### config.mk
export PLATFORM = sky130hd
export DESIGN_NAME = sim_halt_monitor
export DESIGN_NICKNAME = d
export VERILOG_FILES = /design/src/rtl/sim_mon_pkg.sv /design/src/rtl/sim_halt_monitor_sat_counter.sv /design/src/rtl/sim_halt_monitor.sv
export SDC_FILE = /design/constraint.sdc
export NUM_CORES = 1
export LEC_CHECK = 0
export ABC_CLOCK_PERIOD_IN_PS = 6400
export CORE_ASPECT_RATIO = 0.7
export CORE_UTILIZATION = 36
export CTS_CLUSTER_DIAMETER = 200
export CTS_CLUSTER_SIZE = 10
export DETAILED_ROUTE_END_ITERATION = 12
export PLACE_DENSITY_LB_ADDON = 0.08
export SLEW_MARGIN = 30
export SYNTH_ARGS = -nofsm -noshare
export SYNTH_HDL_FRONTEND = slang
export SYNTH_SLANG_ARGS = --single-unit
### constraint.sdc
create_clock -name clk -period 6.4 [get_ports clk]
set_input_delay 0.96 -clock clk [delete_from_list [all_inputs] [get_ports clk]]
set_output_delay 0.96 -clock clk [all_outputs]
set_load 0.005 [all_outputs]
### src/rtl/sim_mon_pkg.sv
// Shared state encoding and constants for the simulation halt monitor.
package sim_mon_pkg;

    typedef enum logic [2:0] {
        IDLE    = 3'd0,
        RUN     = 3'd1,
        DRAIN   = 3'd2,
        DONE    = 3'd3,
        TIMEOUT = 3'd4
    } mon_state_t;

    localparam logic [31:0] DEFAULT_HALT_WORD = 32'h0000_0001;

    localparam int unsigned CH_IF  = 0;
    localparam int unsigned CH_DE  = 1;
    localparam int unsigned CH_EX  = 2;
    localparam int unsigned CH_MEM = 3;
    localparam int unsigned CH_WB  = 4;

endpackage

### src/rtl/sim_halt_monitor_sat_counter.sv
// Saturating up-counter with synchronous clear; holds at all-ones.
module sat_counter #(
    parameter int unsigned W = 32
) (
    input  logic         clk,
    input  logic         reset,
    input  logic         clr,
    input  logic         inc,
    output logic [W-1:0] q
);

    always_ff @(posedge clk or posedge reset) begin
        if (reset) begin
            q <= '0;
        end else if (clr) begin
            q <= '0;
        end else if (inc && (q != {W{1'b1}})) begin
            q <= q + W'(1);
        end
    end

endmodule

### src/rtl/sim_halt_monitor.sv
// Run-control monitor: watches one pipeline stage for a halt sentinel,
// drains for a fixed number of cycles, and flags a watchdog timeout.
module sim_halt_monitor
    import sim_mon_pkg::*;
#(
    parameter int unsigned    XLEN         = 32,
    parameter int unsigned    NUM_CH       = 5,
    parameter logic [XLEN-1:0] HALT_WORD   = XLEN'(DEFAULT_HALT_WORD),
    parameter int unsigned    DRAIN_CYCLES = 10,
    parameter int unsigned    CNT_W        = 32,
    localparam int unsigned   SEL_W        = (NUM_CH > 1) ? $clog2(NUM_CH) : 1
) (
    input  logic                   clk,
    input  logic                   reset,
    input  logic                   enable_i,
    input  logic [NUM_CH*XLEN-1:0] instr_i,
    input  logic [NUM_CH-1:0]      valid_i,
    input  logic [SEL_W-1:0]       watch_sel_i,
    input  logic [CNT_W-1:0]       timeout_i,
    output logic                   halt_o,
    output logic                   done_o,
    output logic                   timeout_o,
    output logic [2:0]             state_o,
    output logic [CNT_W-1:0]       cycle_count_o,
    output logic [CNT_W-1:0]       instr_count_o
);

    localparam int unsigned DRAIN_W = (DRAIN_CYCLES > 1) ? $clog2(DRAIN_CYCLES) : 1;

    mon_state_t         state;
    mon_state_t         state_next;
    logic [DRAIN_W-1:0] drain_cnt;
    logic [DRAIN_W-1:0] drain_cnt_next;
    logic               halt_q;
    logic               done_q;
    logic               timeout_q;
    logic               watch_valid;
    logic [XLEN-1:0]    watch_word;
    logic               halt_match;
    logic               timeout_hit;
    logic               cnt_clr;
    logic               cycle_inc;
    logic               instr_inc;
    logic [CNT_W-1:0]   cycle_count;
    logic [CNT_W-1:0]   instr_count;

    // Out-of-range selects leave watch_valid low, so they never match or count.
    always_comb begin
        watch_valid = 1'b0;
        watch_word  = '0;
        for (int unsigned i = 0; i < NUM_CH; i++) begin
            if (32'(watch_sel_i) == i) begin
                watch_valid = valid_i[i];
                watch_word  = instr_i[i*XLEN +: XLEN];
            end
        end
    end

    assign halt_match  = watch_valid && (watch_word == HALT_WORD);
    assign timeout_hit = (timeout_i != '0) && (cycle_count >= timeout_i);

    always_ff @(posedge clk or posedge reset) begin
        if (reset) begin
            state     <= IDLE;
            drain_cnt <= '0;
        end else begin
            state     <= state_next;
            drain_cnt <= drain_cnt_next;
        end
    end

    // Next state: dropping enable wins in RUN/DRAIN; halt beats the watchdog.
    always_comb begin
        state_next     = state;
        drain_cnt_next = drain_cnt;
        cnt_clr        = 1'b0;
        case (state)
            IDLE: begin
                if (enable_i) begin
                    state_next = RUN;
                    cnt_clr    = 1'b1;
                end
            end
            RUN: begin
                if (!enable_i) begin
                    state_next = IDLE;
                end else if (halt_match) begin
                    if (DRAIN_CYCLES == 0) begin
                        state_next = DONE;
                    end else begin
                        state_next     = DRAIN;
                        drain_cnt_next = DRAIN_W'(DRAIN_CYCLES - 32'd1);
                    end
                end else if (timeout_hit) begin
                    state_next = TIMEOUT;
                end
            end
            DRAIN: begin
                if (!enable_i) begin
                    state_next = IDLE;
                end else if (drain_cnt == '0) begin
                    state_next = DONE;
                end else begin
                    drain_cnt_next = drain_cnt - DRAIN_W'(1);
                end
            end
            DONE, TIMEOUT: begin
                state_next = state;
            end
            default: begin
                state_next = IDLE;
            end
        endcase
    end

    // The firing cycle is not counted, so the count freezes at the watchdog limit.
    assign cycle_inc = ((state == RUN) || (state == DRAIN)) && (state_next != TIMEOUT);
    assign instr_inc = (state == RUN) && watch_valid;

    always_ff @(posedge clk or posedge reset) begin
        if (reset) begin
            halt_q    <= 1'b0;
            done_q    <= 1'b0;
            timeout_q <= 1'b0;
        end else begin
            if (cnt_clr) begin
                halt_q <= 1'b0;
            end else if ((state == RUN) && ((state_next == DRAIN) || (state_next == DONE))) begin
                halt_q <= 1'b1;
            end
            done_q    <= done_q    | (state_next == DONE);
            timeout_q <= timeout_q | (state_next == TIMEOUT);
        end
    end

    sat_counter #(.W(CNT_W)) u_cycle_cnt (
        .clk   (clk),
        .reset (reset),
        .clr   (cnt_clr),
        .inc   (cycle_inc),
        .q     (cycle_count)
    );

    sat_counter #(.W(CNT_W)) u_instr_cnt (
        .clk   (clk),
        .reset (reset),
        .clr   (cnt_clr),
        .inc   (instr_inc),
        .q     (instr_count)
    );

    assign halt_o        = halt_q;
    assign done_o        = done_q;
    assign timeout_o     = timeout_q;
    assign state_o       = state;
    assign cycle_count_o = cycle_count;
    assign instr_count_o = instr_count;

endmodule
==> summary.txt <==
CTS
  • Clk_lat worst skew: 0.34 ns
  • CTS tree: built
  • Clock net sink count: 74
  • Post-CTS Setup Bufs: 0
  • CTS resizes: 0
  • TritonCTS buffer count: 9
  • # H-tree levels: 3
  • Hold bufs inserted after CTS: 0
  • Clock buffer depth: 2
  • CTS Root Cell: clkbuf_16
  • CTS clk-pin slew, worst paths: around 0.060 ns

Critical path
  • CP cell instances: clkdlybuf4s50_1, inv_1, ha_1, o21ai_0, o21bai_1, a21oi_1, or3b_2, o41ai_2, and3_1, buf_4, nor4_1, mux2i_1
  • Critical Path AT: 4.49 ns
  • Worst r2r path cells: 10
  • Delay-heaviest family, CP: simple AND/OR/NAND/NOR gates
  • WP data required: 6.61 ns
  • Critical Path Sink Type: flip-flop
  • CP Depth: 12
  • Crit-path slowest cell: and3_1
  • Reg2reg setup slack: 2.77 ns
  • R2r startpoint: u_cycle_cnt.q[14]
  • Reg-to-reg endpoint: u_cycle_cnt.q[22]
  • CP startpoint: timeout_i[14]
  • CP peak stage delay: 0.72 ns
  • Setup crit start kind: input port
  • CP Class: input port to flip-flop
  • Crit path buffers/inverters: 3
  • CP max FO: 27

Logic synthesis
  • Sequential share of the synthesized area: 33.1%
  • Cells after synthesis: 669
  • Post-synthesis async set-or-reset flop share: between 90% and 100%
  • Mapped cell area: 5590 um2
  • #FFs+latches synth: 74
  • Post-Syn Area per Cell: 8.35 um2
  • Post-synthesis cell type count: 55
  • Top_reg_cell synth: dfrtp_1
  • Post-synth EDFFs: 0
  • Ys Warns: 0
  • Syn_nets: between 900 and 1,000

Floorplanning
  • Die area: 16,000 um2
  • DIE WIDTH: about 150 um
  • Num ports: roughly 270
  • Core ar.: between 10,000 and 15,000 um2
  • Die height: approximately 110 um
  • Starting density of the core: 37.5%
  • Number of placement rows: 37

Timing
  • Slew HR: 40.1%
  • Worst-Margin Slew: between 0.8 and 0.9 ns
  • Final period util: 66.9%
  • Crit path time final: between 4 and 5 ns
  • Post-route setup TNS: 0 ns
  • Achievable clock frequency: 234 MHz
  • Setup violators final: 0
  • Clk_skew: around 0.0075 ns
  • RSZ-0062 raised after global routing: no
  • Final Max Slew Viols: 0
  • Final hold vios: 0

Place
  • Port Buffers: about 270
  • Cell Area, Placed: 8470 um2
  • Gpl congestion: 0.863
  • Cell total after placement: 1,116
  • Dpl hpwl: around 17,000 um

Drt
  • Routed vias: around 6,300
  • DR WL/cell: 18.2 um
  • TritonRoute pass-1 iters: 5
  • Iteration-0 DRC Markers: ~370
  • Final ANT Viol Nets: 0
  • DRC errors left: 0
  • DR vias/cell: 5.61
  • DRT Wirelength: between 20,000 and 25,000 um

Power and ir drop
  • Int Power: 0.000952 W
  • Sequential share of power: 39.2%
  • VDD IR max: about 110 uV
  • LEAKAGE: 3.45 nW
  • Clk pwr share: 40.7%
  • Combinational Power Share: 20.2%
  • Total power draw: between 0.001 and 0.0015 W
  • Switching power: roughly 0.00032 W
  • Sw Ratio: roughly a quarter
  • Power Dens Cells: approximately 140 nW/um2

Cells and area
  • Antenna diode count: 0
  • Layout cells sized above 1: 3.95%
  • # nets final: ~1,200
  • Area of the multi-input gates: roughly 3400 um2
  • Layout filler cell count: 1,335
  • Finished Layout Cells: between 1,000 and 1,500
  • Final instance area: 8780 um2
  • Area grow syn2layout: 57.1%
  • Register cell area after layout: 1850 um2

Global routing
  • First-pass GRT wire length: between 30,000 and 40,000 um
  • Remaining global-route overflow: 0
  • Total global-route track usage: 26.1%
  • Antenna violations before repair: 0
  • Vias in the first global route: 6,294
  • Largest net degree at the start of global routing: 75

Run status
  • Outcome: completed

Hold path
  • Hold path depth: 2
  • Worst hold start: timeout_o
  • Worst Hold Class: flip-flop to flip-flop
  • Hold endpoint: timeout_o

Run
  • Max-Cap Viols: 0
[power groups by stage]
stage	sequential [W]	clock (W)	combinational (W)
5_1_grt	0.000499	0.000543	0.000279
3_5_place_dp	0.000505	0	0.000256
2_1_floorplan	0.000499	0	0.0000787
3_3_place_gp	0.000504	0	0.000245
6_report	0.000497	0.000516	0.000256
4_1_cts	0.000497	0.000526	0.000257
[per-layer routing]
| metal | global-route usage (%) | up-vias | routed length, um |
|---|---|---|---|
| met3 | 5.41 | 26 | 1480 |
| met5 | 0 | - | 0 |
| met1 | 35.3 | 3015 | 9050 |
| li1 | - | 3051 | - |
| met2 | 41.9 | 257 | 9680 |
| met4 | 7.21 | 0 | 410 |
[state kept, by name, indices dropped and copies added, names as in the netlist]
register,flops
timeout_o,1
state_o,3
halt_o,1
drain_cnt,4
u_cycle_cnt.q,32
u_instr_cnt.q,32
done_o,1
[layout by cell type, fill, tap and decap left out, types with 3 or more instances in the layout]
cell type        synthesis  final
nor3_1                  15     13
o211ai_1                 6      6
nand3b_1                 4      4
nand2b_1                14     14
and3_1                   6      6
xnor2_1                  3      3
o41ai_1                  4      4
inv_1                   47     46
nor4b_1                  3      3
clkbuf_16                0      9
nor3_2                   1      3
xor2_1                  20     20
ha_1                    36     36
dfrtp_1                 74     74
o21ai_0                 25     25
o21bai_1                 4      4
o311ai_0                 3      3
clkdlybuf4s50_1          0    272
o21a_1                   4      4
a21oi_1                 38     38
buf_4                    0      3
or3_1                   15     14
mux2i_1                 12     12
and4_1                  12     12
nor2_1                  51     51
or4_1                   20     20
nand3_1                 42     42
nand4b_1                 4      4
o31ai_1                 12     12
nand2_1                 53     53
nor4_2                   5      5
nand4_1                 30     30
and2_1                   4      4
nor4_1                  48     48
[worst register-to-register path, delay by kind of cell, from the launching register on]
kind                     cells  cell delay (ns)
adder cells (fa/ha/maj)      1             0.36
AND/OR/NAND/NOR              3             1.35
multiplexers                 1             0.16
buffers and inverters        1             0.39
flip-flops                   1             0.47
AO/OA/AOI/OAI                4             0.77
[cell type report]
class	count	share of cell area [%]
Tap cell	195	2.78
Inverter	47	2.01
Multi-Input combinational cell	524	39.3
Sequential cell	74	21.1
Clock inverter	6	0.741
Clock buffer	10	2.72
Timing Repair Buffer	276	31.4
[stage by stage]
stage / setup WS, ns / utilization (%) / hold WS, ns
2_1_floorplan: 3.16 / - / 0.463
3_3_place_gp: 1.89 / 56.8 / 0.468
6_report: 2.12 / 58.9 / 0.498
3_5_place_dp: 1.78 / 56.8 / 0.481
5_1_grt: 1.92 / 58.9 / 0.531
4_1_cts: 2.15 / 58.9 / 0.504
[synthesized netlist by cell type (3+ instances only)]
| cell | count | area (um2) |
|---|---|---|
| nor4_1 | 48 | 300 |
| ha_1 | 36 | 450 |
| buf_6 | 3 | 33.8 |
| nand3_1 | 42 | 210 |
| o211ai_1 | 6 | 45.0 |
| buf_2 | 9 | 45.0 |
| clkbuf_1 | 11 | 41.3 |
| a21oi_1 | 38 | 190 |
| or3_1 | 15 | 93.8 |
| nor4b_1 | 3 | 26.3 |
| o21a_1 | 4 | 30.0 |
| nor3_1 | 15 | 75.1 |
| and2_1 | 4 | 25.0 |
| nand4_1 | 30 | 188 |
| o41ai_1 | 4 | 35.0 |
| mux2i_1 | 12 | 120 |
| and4_1 | 12 | 105 |
| o31ai_1 | 12 | 90.1 |
| or4_1 | 20 | 150 |
| nor2_1 | 51 | 191 |
| nand4b_1 | 4 | 35.0 |
| nor4_2 | 5 | 62.6 |
| o311ai_0 | 3 | 26.3 |
| and3_1 | 6 | 37.5 |
| o21ai_0 | 25 | 125 |
| xor2_1 | 20 | 175 |
| dfrtp_1 | 74 | 1850 |
| o21bai_1 | 4 | 30.0 |
| xnor2_1 | 3 | 26.3 |
| inv_1 | 47 | 176 |
| nand2_1 | 53 | 199 |
| nand2b_1 | 14 | 87.6 |
| nand3b_1 | 4 | 30.0 |
[worst max-delay path by stage]
stage                              to
floorplan            u_cycle_cnt.q[1]
global placement    u_cycle_cnt.q[16]
detailed placement  u_cycle_cnt.q[22]
CTS                 u_cycle_cnt.q[18]
global route        u_cycle_cnt.q[22]
finish              u_cycle_cnt.q[22]
[kinds of logic after synthesis]
group / Yosys count / share of synthesized area [%]
buffers and inverters: 71 / 5.37
muxes: 12 / 2.15
DFF: 74 / 33.1
adders and majority gates: 36 / 8.06
AOI/OAI and AO/OA: 116 / 13.4
and+or+nand+nor: 337 / 34.3
xor gates and xnor gates: 23 / 3.61
Power figures use the tool's default switching activity.
